**config.mk**
```make
export PLATFORM = sky130hd
export DESIGN_NAME = rf_scoreboard
export DESIGN_NICKNAME = d
export VERILOG_FILES = /design/src/rtl/rf_scoreboard.sv
export SDC_FILE = /design/constraint.sdc
export NUM_CORES = 1
export LEC_CHECK = 0
export ABC_CLOCK_PERIOD_IN_PS = 4700
export BUFFER_PORTS_ARGS = -buffer_cell sky130_fd_sc_hd__buf_2
export CORE_MARGIN = 2
export CORE_UTILIZATION = 30
export CTS_BUF_LIST = sky130_fd_sc_hd__clkbuf_8
export DETAILED_ROUTE_END_ITERATION = 10
export PLACE_DENSITY = 0.53
export SLEW_MARGIN = 20
export SYNTH_ARGS = -nofsm -noshare
export SYNTH_HDL_FRONTEND = slang
export SYNTH_SLANG_ARGS = --single-unit
```
**constraint.sdc**
```tcl
create_clock -name clk -period 4.7 [get_ports clk]
set_clock_uncertainty 0.15 [all_clocks]
set_input_delay 0.235 -clock clk [delete_from_list [all_inputs] [get_ports clk]]
set_output_delay 0.235 -clock clk [all_outputs]
set_load 0.05 [all_outputs]
```
**src/rtl/rf_scoreboard.sv**
```systemverilog
// Per-GPR in-flight writer/load counters that gate decode issue with a load-use stall; updates land next clk edge.
// Stall/ready are combinational from registered counters only; optional SCOREBOARD_PERF_EN adds perf_stall_cnt.
module rf_scoreboard #(
    parameter int NREG  = 32,
    parameter int CNT_W = 2
) (
    input  logic                     clk,
    input  logic                     resetn,
    input  logic                     issue_valid,
    output logic                     issue_ready,
    input  logic                     issue_gr_we,
    input  logic                     issue_is_load,
    input  logic [$clog2(NREG)-1:0]  issue_dest,
    input  logic                     issue_rj_rd,
    input  logic [$clog2(NREG)-1:0]  issue_rj,
    input  logic                     issue_rkd_rd,
    input  logic [$clog2(NREG)-1:0]  issue_rkd,
    input  logic                     ld_ready_valid,
    input  logic [$clog2(NREG)-1:0]  ld_ready_dest,
    input  logic                     wb_valid,
    input  logic                     wb_we,
    input  logic [$clog2(NREG)-1:0]  wb_dest,
    input  logic                     flush,
    output logic [NREG-1:0]          busy_mask,
    output logic                     stall_rj,
    output logic                     stall_rkd,
    output logic                     err
`ifdef SCOREBOARD_PERF_EN
    ,
    output logic [31:0]              perf_stall_cnt
`endif
);
    localparam int IDX_W = $clog2(NREG);
    localparam logic [CNT_W-1:0] CNT_MAX = {CNT_W{1'b1}};

    logic            w_issue_fire;
    logic [NREG-1:0] w_wr_nz;
    logic [NREG-1:0] w_ld_nz;
    logic [NREG-1:0] w_err_evt;
    logic            r_err;

    // Returns {error, next}: saturating +1/-1 step, opposing events cancel.
    function automatic logic [CNT_W:0] cnt_step(input logic [CNT_W-1:0] c,
                                                input logic inc, input logic dec);
        logic [CNT_W:0] res;
        res = {1'b0, c};
        if (inc && !dec) begin
            if (c == CNT_MAX) res = {1'b1, c};
            else              res = {1'b0, c + 1'b1};
        end else if (dec && !inc) begin
            if (c == '0) res = {1'b1, c};
            else         res = {1'b0, c - 1'b1};
        end
        return res;
    endfunction

    assign w_wr_nz[0]   = 1'b0;
    assign w_ld_nz[0]   = 1'b0;
    assign w_err_evt[0] = 1'b0;

    for (genvar i = 1; i < NREG; i++) begin : g_reg
        logic [CNT_W-1:0] r_wr_cnt;
        logic [CNT_W-1:0] r_ld_cnt;
        logic             w_wr_inc;
        logic             w_wr_dec;
        logic             w_ld_inc;
        logic             w_ld_dec;
        logic [CNT_W:0]   w_wr_upd;
        logic [CNT_W:0]   w_ld_upd;

        assign w_wr_inc = w_issue_fire & issue_gr_we & (issue_dest == IDX_W'(i));
        assign w_ld_inc = w_wr_inc & issue_is_load;
        assign w_wr_dec = wb_valid & wb_we & (wb_dest == IDX_W'(i));
        assign w_ld_dec = ld_ready_valid & (ld_ready_dest == IDX_W'(i));
        assign w_wr_upd = cnt_step(r_wr_cnt, w_wr_inc, w_wr_dec);
        assign w_ld_upd = cnt_step(r_ld_cnt, w_ld_inc, w_ld_dec);

        always_ff @(posedge clk or negedge resetn) begin
            if (!resetn) begin
                r_wr_cnt <= '0;
                r_ld_cnt <= '0;
            end else if (flush) begin
                r_wr_cnt <= '0;
                r_ld_cnt <= '0;
            end else begin
                r_wr_cnt <= w_wr_upd[CNT_W-1:0];
                r_ld_cnt <= w_ld_upd[CNT_W-1:0];
            end
        end

        assign w_wr_nz[i]   = |r_wr_cnt;
        assign w_ld_nz[i]   = |r_ld_cnt;
        assign w_err_evt[i] = w_wr_upd[CNT_W] | w_ld_upd[CNT_W];
    end

    // Register 0 is never tracked, so its nonzero bits are constant 0.
    assign stall_rj     = issue_valid & issue_rj_rd  & w_ld_nz[issue_rj];
    assign stall_rkd    = issue_valid & issue_rkd_rd & w_ld_nz[issue_rkd];
    assign issue_ready  = ~(stall_rj | stall_rkd);
    assign w_issue_fire = issue_valid & issue_ready & ~flush;
    assign busy_mask    = w_wr_nz;
    assign err          = r_err;

    // Flush discards every same-cycle event, including ones that would overflow.
    always_ff @(posedge clk or negedge resetn) begin
        if (!resetn) r_err <= 1'b0;
        else         r_err <= r_err | (~flush & (|w_err_evt));
    end

`ifdef SCOREBOARD_PERF_EN
    logic [31:0] r_perf_stall_cnt;

    always_ff @(posedge clk or negedge resetn) begin
        if (!resetn)                         r_perf_stall_cnt <= '0;
        else if (issue_valid && !issue_ready) r_perf_stall_cnt <= r_perf_stall_cnt + 32'd1;
    end

    assign perf_stall_cnt = r_perf_stall_cnt;
`endif

endmodule
```
* Word level (Yosys, flattened, before mapping) *
Cells that the tools add are included.

storage, ports and cells
  register bits after elaboration = 125
  input port bits = 36

cells by class
  magnitude comparators = 2
  bitwise gates (word level) = 168
  muxes and demuxes = 314
  eq/ne operators = 279
  reduce and logical (&&, ||, !) cells = 497
  add/sub/neg operators = 124

operator list
  operator                                                               number
  3-bit 2-to-1 mux                                                       248
  3-bit != test, second input constant                                   124
  5-bit equality test, second input constant                             48
  3-bit AND reduction                                                    62
  3-bit nonzero test                                                     62
  1-bit bitwise AND                                                      133
  2-bit by 1-bit adder with 2-bit output, second input constant          62
  2-bit equality test, second input constant                             62
  1-bit logical AND                                                      124
  1-bit zero test                                                        124
  2-bit zero test                                                        62
  2-bit 2-to-1 mux                                                       62
  2-bit OR reduction                                                     62
  2-bit by 1-bit subtractor with 2-bit output, second input constant     62
  5-bit by 4-bit equality test with 1-bit output, second input constant  24
  5-bit by 3-bit equality test with 1-bit output, second input constant  12
  1-bit OR                                                               33
  31-bit OR reduction                                                    1
  5-bit by 2-bit equality test with 1-bit output, second input constant  6
  5-bit by 1-bit equality test with 1-bit output, second input constant  3
  5-bit by 6-bit < comparator with 1-bit output, second input constant   2
  1-bit binary-select mux with 5-bit select                              2
  1-bit 2-to-1 mux                                                       2
  1-bit inverter                                                         2

* Depth between registers and ports, before layout *
Gate-level depths: netlist of the first run.

  word-level depth = 19
  gate-level depth with buffers = 15
  mapped depth without buffers = 13

* Worst setup path before layout of the first run *
No wires, ideal clock.

  path kind = register -> register
  from = register g_reg[31].r_ld_cnt[0]
  to = register r_err (netlist: err)
  cell stages (with the launch flop) = 14
  arrival time = 3178 ps
  required time = 4405 ps
  setup slack = 1226 ps
  setup time = 145 ps
  path buffers = 1
  cells stage by stage = dfrtp_1 inv_1 ha_1 mux4_2 mux2i_1 nor2_1 o31a_4 buf_8 nand2_2 mux2_2 a311o_1 a2111o_1 nor4_1 a41oi_1

on the way
  word-level cells in the longest chain between the ends = 19
  elaborated cells between the ends (all ways) = 422
  those cells by class = 1 x eq/ne; 130 x mux; 102 x bitwise; 189 x reduce/logical

ends and longest elaborated chain
  item                                                          RTL line  text
  from (decl)                                                   63        logic [CNT_W-1:0] r_ld_cnt;
  from (signal assigned)                                        87        r_ld_cnt <= w_ld_upd[CNT_W-1:0];
  2-bit OR reduction                                            92        assign w_ld_nz[i] = |r_ld_cnt;
  1-bit binary-select mux with 5-bit select (on tied branches)  97, 98
  1-bit 2-to-1 mux (on tied branches)                           97, 98
  1-bit bitwise AND (on tied branches)                          97, 98
  1-bit OR                                                      99        assign issue_ready = ~(stall_rj | stall_rkd);
  1-bit inverter                                                99
  1-bit bitwise AND (2 in a row)                                100       assign w_issue_fire = issue_valid & issue_ready & ~flush;
  1-bit bitwise AND (2 in a row)                                71        assign w_wr_inc = w_issue_fire & issue_gr_we & (issue_dest == IDX_W'(i));
  1-bit bitwise AND                                             72        assign w_ld_inc = w_wr_inc & issue_is_load;
  1-bit zero test                                               50        end else if (dec && !inc) begin
  1-bit logical AND                                             50
  3-bit 2-to-1 mux                                              50
  3-bit 2-to-1 mux                                              47        if (inc && !dec) begin
  1-bit OR                                                      93        assign w_err_evt[i] = w_wr_upd[CNT_W] | w_ld_upd[CNT_W];
  31-bit OR reduction (*)                                       107       else r_err <= r_err | (~flush & (|w_err_evt));
  1-bit bitwise AND (*)                                         107
  1-bit OR (*)                                                  107
  to (signal assigned)                                          107
  to (decl)                                                     40        logic r_err;

Every way passes the cells marked *; elsewhere a longest branch is shown, timed or not. The select of a mux whose other input is x is not followed.
A chain may end at the register's enable or synchronous reset.

* Final worst setup path of the first run *
  from = register g_reg[1].r_ld_cnt[0]
  to = register r_err (netlist: err)

on the way
  word-level cells in the longest chain between the ends = 19
  elaborated cells between the ends (all ways) = 422
  those cells by class = 1 x eq/ne; 130 x mux; 102 x bitwise; 189 x reduce/logical

ends and longest elaborated chain
  item                                                          RTL line
  from (decl)                                                   63
  from (signal assigned)                                        87
  2-bit OR reduction                                            92
  1-bit binary-select mux with 5-bit select (on tied branches)  97, 98
  1-bit 2-to-1 mux (on tied branches)                           97, 98
  1-bit bitwise AND (on tied branches)                          97, 98
  1-bit OR                                                      99
  1-bit inverter                                                99
  1-bit bitwise AND (2 in a row)                                100
  1-bit bitwise AND (2 in a row)                                71
  1-bit bitwise AND                                             72
  1-bit zero test                                               50
  1-bit logical AND                                             50
  3-bit 2-to-1 mux                                              50
  3-bit 2-to-1 mux                                              47
  1-bit OR                                                      93
  31-bit OR reduction (*)                                       107
  1-bit bitwise AND (*)                                         107
  1-bit OR (*)                                                  107

Marked as above.

==> impl_metrics.py, run 1 <==
metrics = {
    "place": {
        "dp_hpwl_um": 44080,
        "pre_cts_ws_ps": 159.9,
        "port_buffers": 70,
        "gp_congestion": 0.9665,
        "place_area_mm2": 0.01583,
    },
    "hold_path": {
        "min_delay_path_depth": 3,
        "hold_path_class": "input port to flop",
    },
    "power": {
        "peakVddDrop_mv": 0.1457,
        "powerDensity_mw_per_mm2": 156.1,
        "power_uw": 2540,
        "p_leak_uw": 0.007177,
    },
    "drt": {
        "antenna_left": 0,
        "route.detailed.drc": 0,
        "drt_iter0_drc": 1434,
        "drtPass1Iterations": 7,
        "vias_per_cell": 5.738,
        "wl_per_cell_um": 21.59,
        "finalWirelength_um": 55700,
        "vias": 14805,
    },
    "floorplanning": {
        "ios": 72,
        "die_x_um": 225.0,
        "core_area_mm2": 0.04795,
        "die_y_um": 225.0,
        "start_util": 0.3055,
        "die_area_mm2": 0.05060,
        "num_rows": 80,
    },
    "critical_path": {
        "worst_r2r_path_depth": 13,
        "cpMaxStageDelayCell": "a2111oi_0",
        "critical_path_class": "flop to flop",
        "required_ps": 4920,
        "startpoint_type": "flop",
        "slowest_delay_ps": 530,
        "crit_chain": "inv_1, ha_1, mux2i_1, a2111oi_0, nor4_1, a22oi_2, buf_4, nand3_4, nor2_1, o311ai_0, a2111o_1, nor4_1, a41oi_1",
        "critPathMostFrequentCell": "nor4_1",
        "cp.arrival_ps": 4910,
        "cp_max_fo": 18,
        "crit_path_end_kind": "flop",
    },
    "cts": {
        "htreeDepth": 4,
        "cts_resized": 0,
        "clk_pin_slew_ps": 90,
        "cts_tree": "built",
        "worstSkewPairLatency_ps": 520,
        "clockRootBuffer": "clkbuf_8",
        "clock-sinks": 125,
        "numCtsBuffers": 17,
        "clockBufferDepth": 2,
    },
    "yosys": {
        "yosysWarnings": 0,
        "synth_top_family_by_area": "simple AND/OR/NAND/NOR gates",
        "synth.top_cell.area_share": 0.2136,
        "ys_seq_elements": 125,
        "synth.area.top_cells": "dfrtp_1 21%, ha_1 21%, nor2_1 5.8%, inv_1 4.8%, nand2_1 4.3%",
        "yosysSeqAreaShare": 0.2136,
        "synth_fa_ha_area_frac": 0.2119,
        "synthFlopType": "dfrtp_1",
        "yosys.area_share.simple": 0.2622,
        "syn_inst": 1878,
        "async_reset_ff_frac": 1.000,
        "synth_cell_types": 91,
        "synth_area_per_cell_um2": 7.799,
        "synth_xor_area_frac": 0.006578,
        "synth_compound_area_frac": 0.1968,
        "yosys.area.top_type": "dfrtp_1",
        "muxShareOfSynthArea": 0.04024,
        "netlist_area_mm2": 0.01465,
        "synth_edf_count": 0,
        "synth_nets": 2162,
    },
    "sta": {
        "rsz0062_at_grt": "no",
        "clock.fmax_mhz": 213.4,
        "hold_slack_ps": 86.29,
        "layout_worst_path_cycle_share": 0.9971,
        "final_max_slew_viol_count": 0,
        "min_period_ps": 4686,
        "setup_slack_ps": 13.62,
        "worst_slew_pin_slew_ps": 890.2,
        "setup_tns_ps": 0,
        "setup_viol": 0,
        "finalHoldViolCount": 0,
        "slew_headroom": 0.4019,
    },
    "grt": {
        "grt_pass1_vias": 14214,
        "globalRoute.totalOverflow": 0,
        "antenna_found_initial": 0,
        "grt_pass1_wl_um": 84880,
        "grt_start_max_net_pins": 71,
        "grtUsageTotal": 0.2202,
    },
    "final_layout": {
        "diodes": 0,
        "synthToLayoutAreaGrowth_pct": 11.11,
        "drive_gt1_frac": 0.09415,
        "finalNetCount": 2236,
        "num-fill-cells": 5026,
        "final_area_mm2": 0.01627,
    },
    "outcome": {
        "outcome": "finished clean",
    },
    "flow_run": {
        "drv_cap": 0,
    },
}
path summary, 6_finish.rpt:
kind                                  startpoint               endpoint  slack [ps]
max                         g_reg[1].r_ld_cnt[0]                    err          10
min                                   wb_dest[0]  g_reg[28].r_wr_cnt[0]          90
max reg2reg                 g_reg[1].r_ld_cnt[0]                    err          10
min reg2reg                g_reg[26].r_wr_cnt[0]  g_reg[26].r_wr_cnt[0]         400
max in group asynchronous                 resetn  g_reg[20].r_wr_cnt[0]        3450
min in group asynchronous                 resetn  g_reg[26].r_ld_cnt[0]         100
cells in the mapped netlist (7+ instances only):
cell type	instances
a2111oi_0	11
a211oi_1	48
a21oi_1	98
a221oi_1	12
a22oi_1	11
a311oi_1	18
a31oi_1	24
a32oi_1	7
a41oi_1	8
and3_1	30
buf_2	8
clkbuf_1	44
dfrtp_1	125
ha_1	248
inv_1	186
mux2_2	10
mux2i_1	27
mux4_2	8
nand2_1	168
nand2b_1	18
nand3_1	61
nand3b_1	10
nand4_1	28
nor2_1	225
nor2b_1	14
nor3_1	99
nor3b_1	20
nor4_1	34
nor4b_1	9
o211ai_1	17
o21ai_0	64
o22ai_1	15
o31ai_1	17
or3_1	20
xnor2_1	11
area by class of cell:
| cell class | count | area (µm²) | share of cell area |
|---|---|---|---|
| clock buffer | 19 | 261.5 | 0.01607 |
| sequential | 125 | 3128 | 0.1922 |
| tap | 615 | 769.5 | 0.04729 |
| clock inverter | 13 | 148.9 | 0.009150 |
| inverter | 188 | 708.2 | 0.04352 |
| multi-input combinational | 1502 | 10520 | 0.6465 |
| timing repair buffer | 118 | 737.0 | 0.04529 |
flip-flops by register name (all words and copies together) (netlist names):
name and cells:
err 1, g.r_wr_cnt 62, g.r_ld_cnt 62
logic make-up (layout without fill, tap and decap cells):
kind of cell | count (synthesis) | in the layout
fa+ha+maj | 248 | 248
xor+xnor | 11 | 11
other cells | 1 | 1
flops | 125 | 125
compound gates | 419 | 419
mux | 46 | 46
buf+inv | 251 | 338
simple gates | 777 | 777
cell usage in the layout, fill, tap and decap left out, types with 24 or more instances in the layout:
master    count
a211oi_1     48
a21oi_1      98
a31oi_1      24
and3_1       30
buf_2        68
buf_4        46
dfrtp_1     125
ha_1        248
inv_1       188
mux2i_1      27
nand2_1     168
nand3_1      61
nand4_1      28
nor2_1      225
nor3_1       99
nor4_1       34
o21ai_0      64
stage by stage:
stage          std cells    util
3_3_place_gp        2544  0.3301
5_1_grt             2580  0.3394
4_1_cts             2578  0.3391
2_1_floorplan       1878       -
3_5_place_dp        2544  0.3301
6_report            2580  0.3394
critical path: cells and delay by family, from the launching register on:
| family | cells | cell delay [ps] |
|---|---|---|
| compound gates | 5 | 1880 |
| simple gates | 4 | 1260 |
| buf+inv | 2 | 440 |
| flops | 1 | 420 |
| fa+ha+maj | 1 | 290 |
| mux | 1 | 110 |
what timing repair did:
action | CTS | global route
setup endpoints to repair | 0 | 1
hold buffers | 2 | 0
setup buffers | 0 | 2
endpoints found under the hold margin | 63 | 0
power breakdown:
part	total, µW	leakage, µW	switching [µW]	internal [µW]
Sequential	1090	0.00174	8.74	1080
Combinational	381	0.00523	283	97.8
Clock	1070	0.000210	525	544
Total	2540	0.00718	818	1720
metal layers:
metal,share of wire,track usage,wire [µm]
met1,0.45,0.3007,25240
met2,0.45,0.3498,24960
met3,0.066,0.03611,3665
met4,0.033,0.07926,1833
met5,0,0,0
No activity file was read; power rests on OpenSTA's default activity.
==> run 2: changes to the inputs <==
--- a/config.mk
+++ b/config.mk
@@ -9,10 +9,10 @@
 export BUFFER_PORTS_ARGS = -buffer_cell sky130_fd_sc_hd__buf_2
 export CORE_MARGIN = 2
 export CORE_UTILIZATION = 30
-export CTS_BUF_LIST = sky130_fd_sc_hd__clkbuf_8
+export CTS_BUF_LIST = sky130_fd_sc_hd__clkbuf_16
 export DETAILED_ROUTE_END_ITERATION = 10
 export PLACE_DENSITY = 0.53
-export SLEW_MARGIN = 20
+export SLEW_MARGIN = 10
 export SYNTH_ARGS = -nofsm -noshare
 export SYNTH_HDL_FRONTEND = slang
 export SYNTH_SLANG_ARGS = --single-unit
==> run 2 against run 1 <==
Effect of this change:
- non-clock buffer count grew 1
- total power grew 13%
- largest power group is now clock
- critical path depth is the same
- design area grew 1.1%
- die area is the same
- sequential power is essentially flat
- flip-flop and latch count is the same
- wire length is essentially flat
- hold slack gained 74 ps
==> impl_metrics.py, run 2 (synthesis gave the netlist of run 1 again) <==
metrics = {
    "outcome": {
        "outcome": "finished clean",
    },
    "sta": {
        "slew_headroom": 0.3689,
        "finalHoldViolCount": 0,
        "worst_slew_pin_slew_ps": 939.4,
        "layout_worst_path_cycle_share": 0.9896,
        "rsz0062_at_grt": "no",
        "setup_tns_ps": 0,
        "setup_slack_ps": 48.67,
        "final_max_slew_viol_count": 0,
        "clock.fmax_mhz": 215.0,
        "min_period_ps": 4651,
        "setup_viol": 0,
    },
    "critical_path": {
        "crit_path_end_kind": "flop",
        "cp.arrival_ps": 4820,
        "cp_max_fo": 18,
        "startpoint_type": "flop",
        "r2r_slack_ps": 50,
        "required_ps": 4870,
        "critical_path_class": "flop to flop",
        "worst_r2r_path_depth": 13,
    },
    "drt": {
        "route.met3.wl_um": 4007,
        "vias": 14870,
        "finalWirelength_um": 55670,
        "route.detailed.drc": 0,
        "antenna_left": 0,
        "top_layer_used": "met4",
        "wl_met2_um": 24990,
        "wl_per_cell_um": 21.57,
        "vias_per_cell": 5.761,
        "wl_met1_um": 24850,
        "drt_iter0_drc": 1480,
        "drtPass1Iterations": 7,
    },
    "power": {
        "powerDensity_mw_per_mm2": 174.2,
        "p_leak_uw": 0.007259,
        "peakVddDrop_mv": 0.2316,
        "power_uw": 2866,
    },
    "place": {
        "dp_hpwl_um": 44080,
        "pre_cts_ws_ps": 159.9,
        "port_buffers": 70,
        "dp.cells": 2544,
        "gp_congestion": 0.9665,
    },
    "cts": {
        "cts_tree": "built",
        "clk_pin_slew_ps": 70,
        "numCtsBuffers": 17,
        "clock-sinks": 125,
        "clockRootBuffer": "clkbuf_16",
        "htreeDepth": 4,
        "worstSkewPairLatency_ps": 470,
        "clockBufferDepth": 2,
    },
    "grt": {
        "grtUsageTotal": 0.2213,
        "grt_start_max_net_pins": 71,
        "antenna_found_initial": 0,
        "grt_pass1_vias": 14234,
        "globalRoute.totalOverflow": 0,
        "grt_pass1_wl_um": 85170,
    },
    "final_layout": {
        "layout_common_cells": "248 x ha_1, 225 x nor2_1, 188 x inv_1",
        "instances_no_fill": 2581,
        "num-fill-cells": 5007,
        "diodes": 0,
        "drive_gt1_frac": 0.09359,
        "synthToLayoutAreaGrowth_pct": 12.33,
        "final_common_cell": "ha_1",
        "finalNetCount": 2237,
    },
    "flow_run": {
        "drv_cap": 0,
    },
    "floorplanning": {
        "die_x_um": 225.0,
        "die_y_um": 225.0,
        "num_rows": 80,
        "ios": 72,
        "die_area_mm2": 0.05060,
        "core_area_mm2": 0.04795,
        "start_util": 0.3055,
    },
    "hold_path": {
        "hold_path_class": "input port to asynchronous set/reset pin",
    },
}
## run 2: cell types whose count changed in the layout (fill, tap and decap cells not counted), sizes merged
cell    delta
buf        +1
clkinv     +2
clkbuf     -2
## run 2: critical path, stage by stage, from the launching register on
cell       delay, ps
dfrtp_1          420
inv_1            120
ha_1             290
mux2i_1          110
a2111oi_0        510
nor4_1           140
a22oi_2          450
buf_4            320
nand3_4          270
nor2_1           330
o311ai_0         270
a2111o_1         470
nor4_1           480
a41oi_1          170
## run 2: cell type report
class,instances,area (µm²),area share
clock inverters,15,156.4,0.009506
multi-input cells,1502,10520,0.6394
inverters,188,708.2,0.04305
flip-flops and latches,125,3128,0.1901
well taps,615,769.5,0.04677
clock buffers,17,425.4,0.02586
repair buffers,119,744.5,0.04525
## run 2: final timing paths
path | from | endpoint
setup / recovery | g_reg[1].r_ld_cnt[0] | err
hold / removal | resetn | g_reg[26].r_ld_cnt[0]
setup reg to reg | g_reg[1].r_ld_cnt[0] | err
hold reg to reg | g_reg[26].r_wr_cnt[0] | g_reg[26].r_wr_cnt[0]
max in group asynchronous | resetn | g_reg[20].r_wr_cnt[0]
min in group clk | wb_dest[1] | g_reg[28].r_wr_cnt[0]
## run 2: stage by stage
stage / hold WS (ps) / instance area [µm²] / util
3_3_place_gp: 121.3 / 15830 / 0.3301
6_report: 160.6 / 16450 / 0.3431
3_5_place_dp: 118.5 / 15830 / 0.3301
2_1_floorplan: -210.6 / 14650 / -
4_1_cts: 107.5 / 16430 / 0.3427
5_1_grt: 186.5 / 16450 / 0.3431
## run 2: timing repair
action                                  4_1_cts  5_1_grt
endpoints found under the hold margin        62        0
gates resized for setup                       0        0
setup buffers                                 0        3
hold buffers                                  2        0
endpoints found under the setup margin        0        1
## run 2: routing by layer
layer,track usage,vias to the layer above
li1,-,6935
met1,0.2965,7243
met2,0.3524,589
met3,0.04446,103
met4,0.07904,0
met5,0,-
## run 2: power by group
part / internal, µW / switching (µW) / leakage [µW]
clock network: 821 / 572 / 0.000286
logic: 99.3 / 283 / 0.00523
registers: 1080 / 8.70 / 0.00174
total: 2000 / 864 / 0.00726
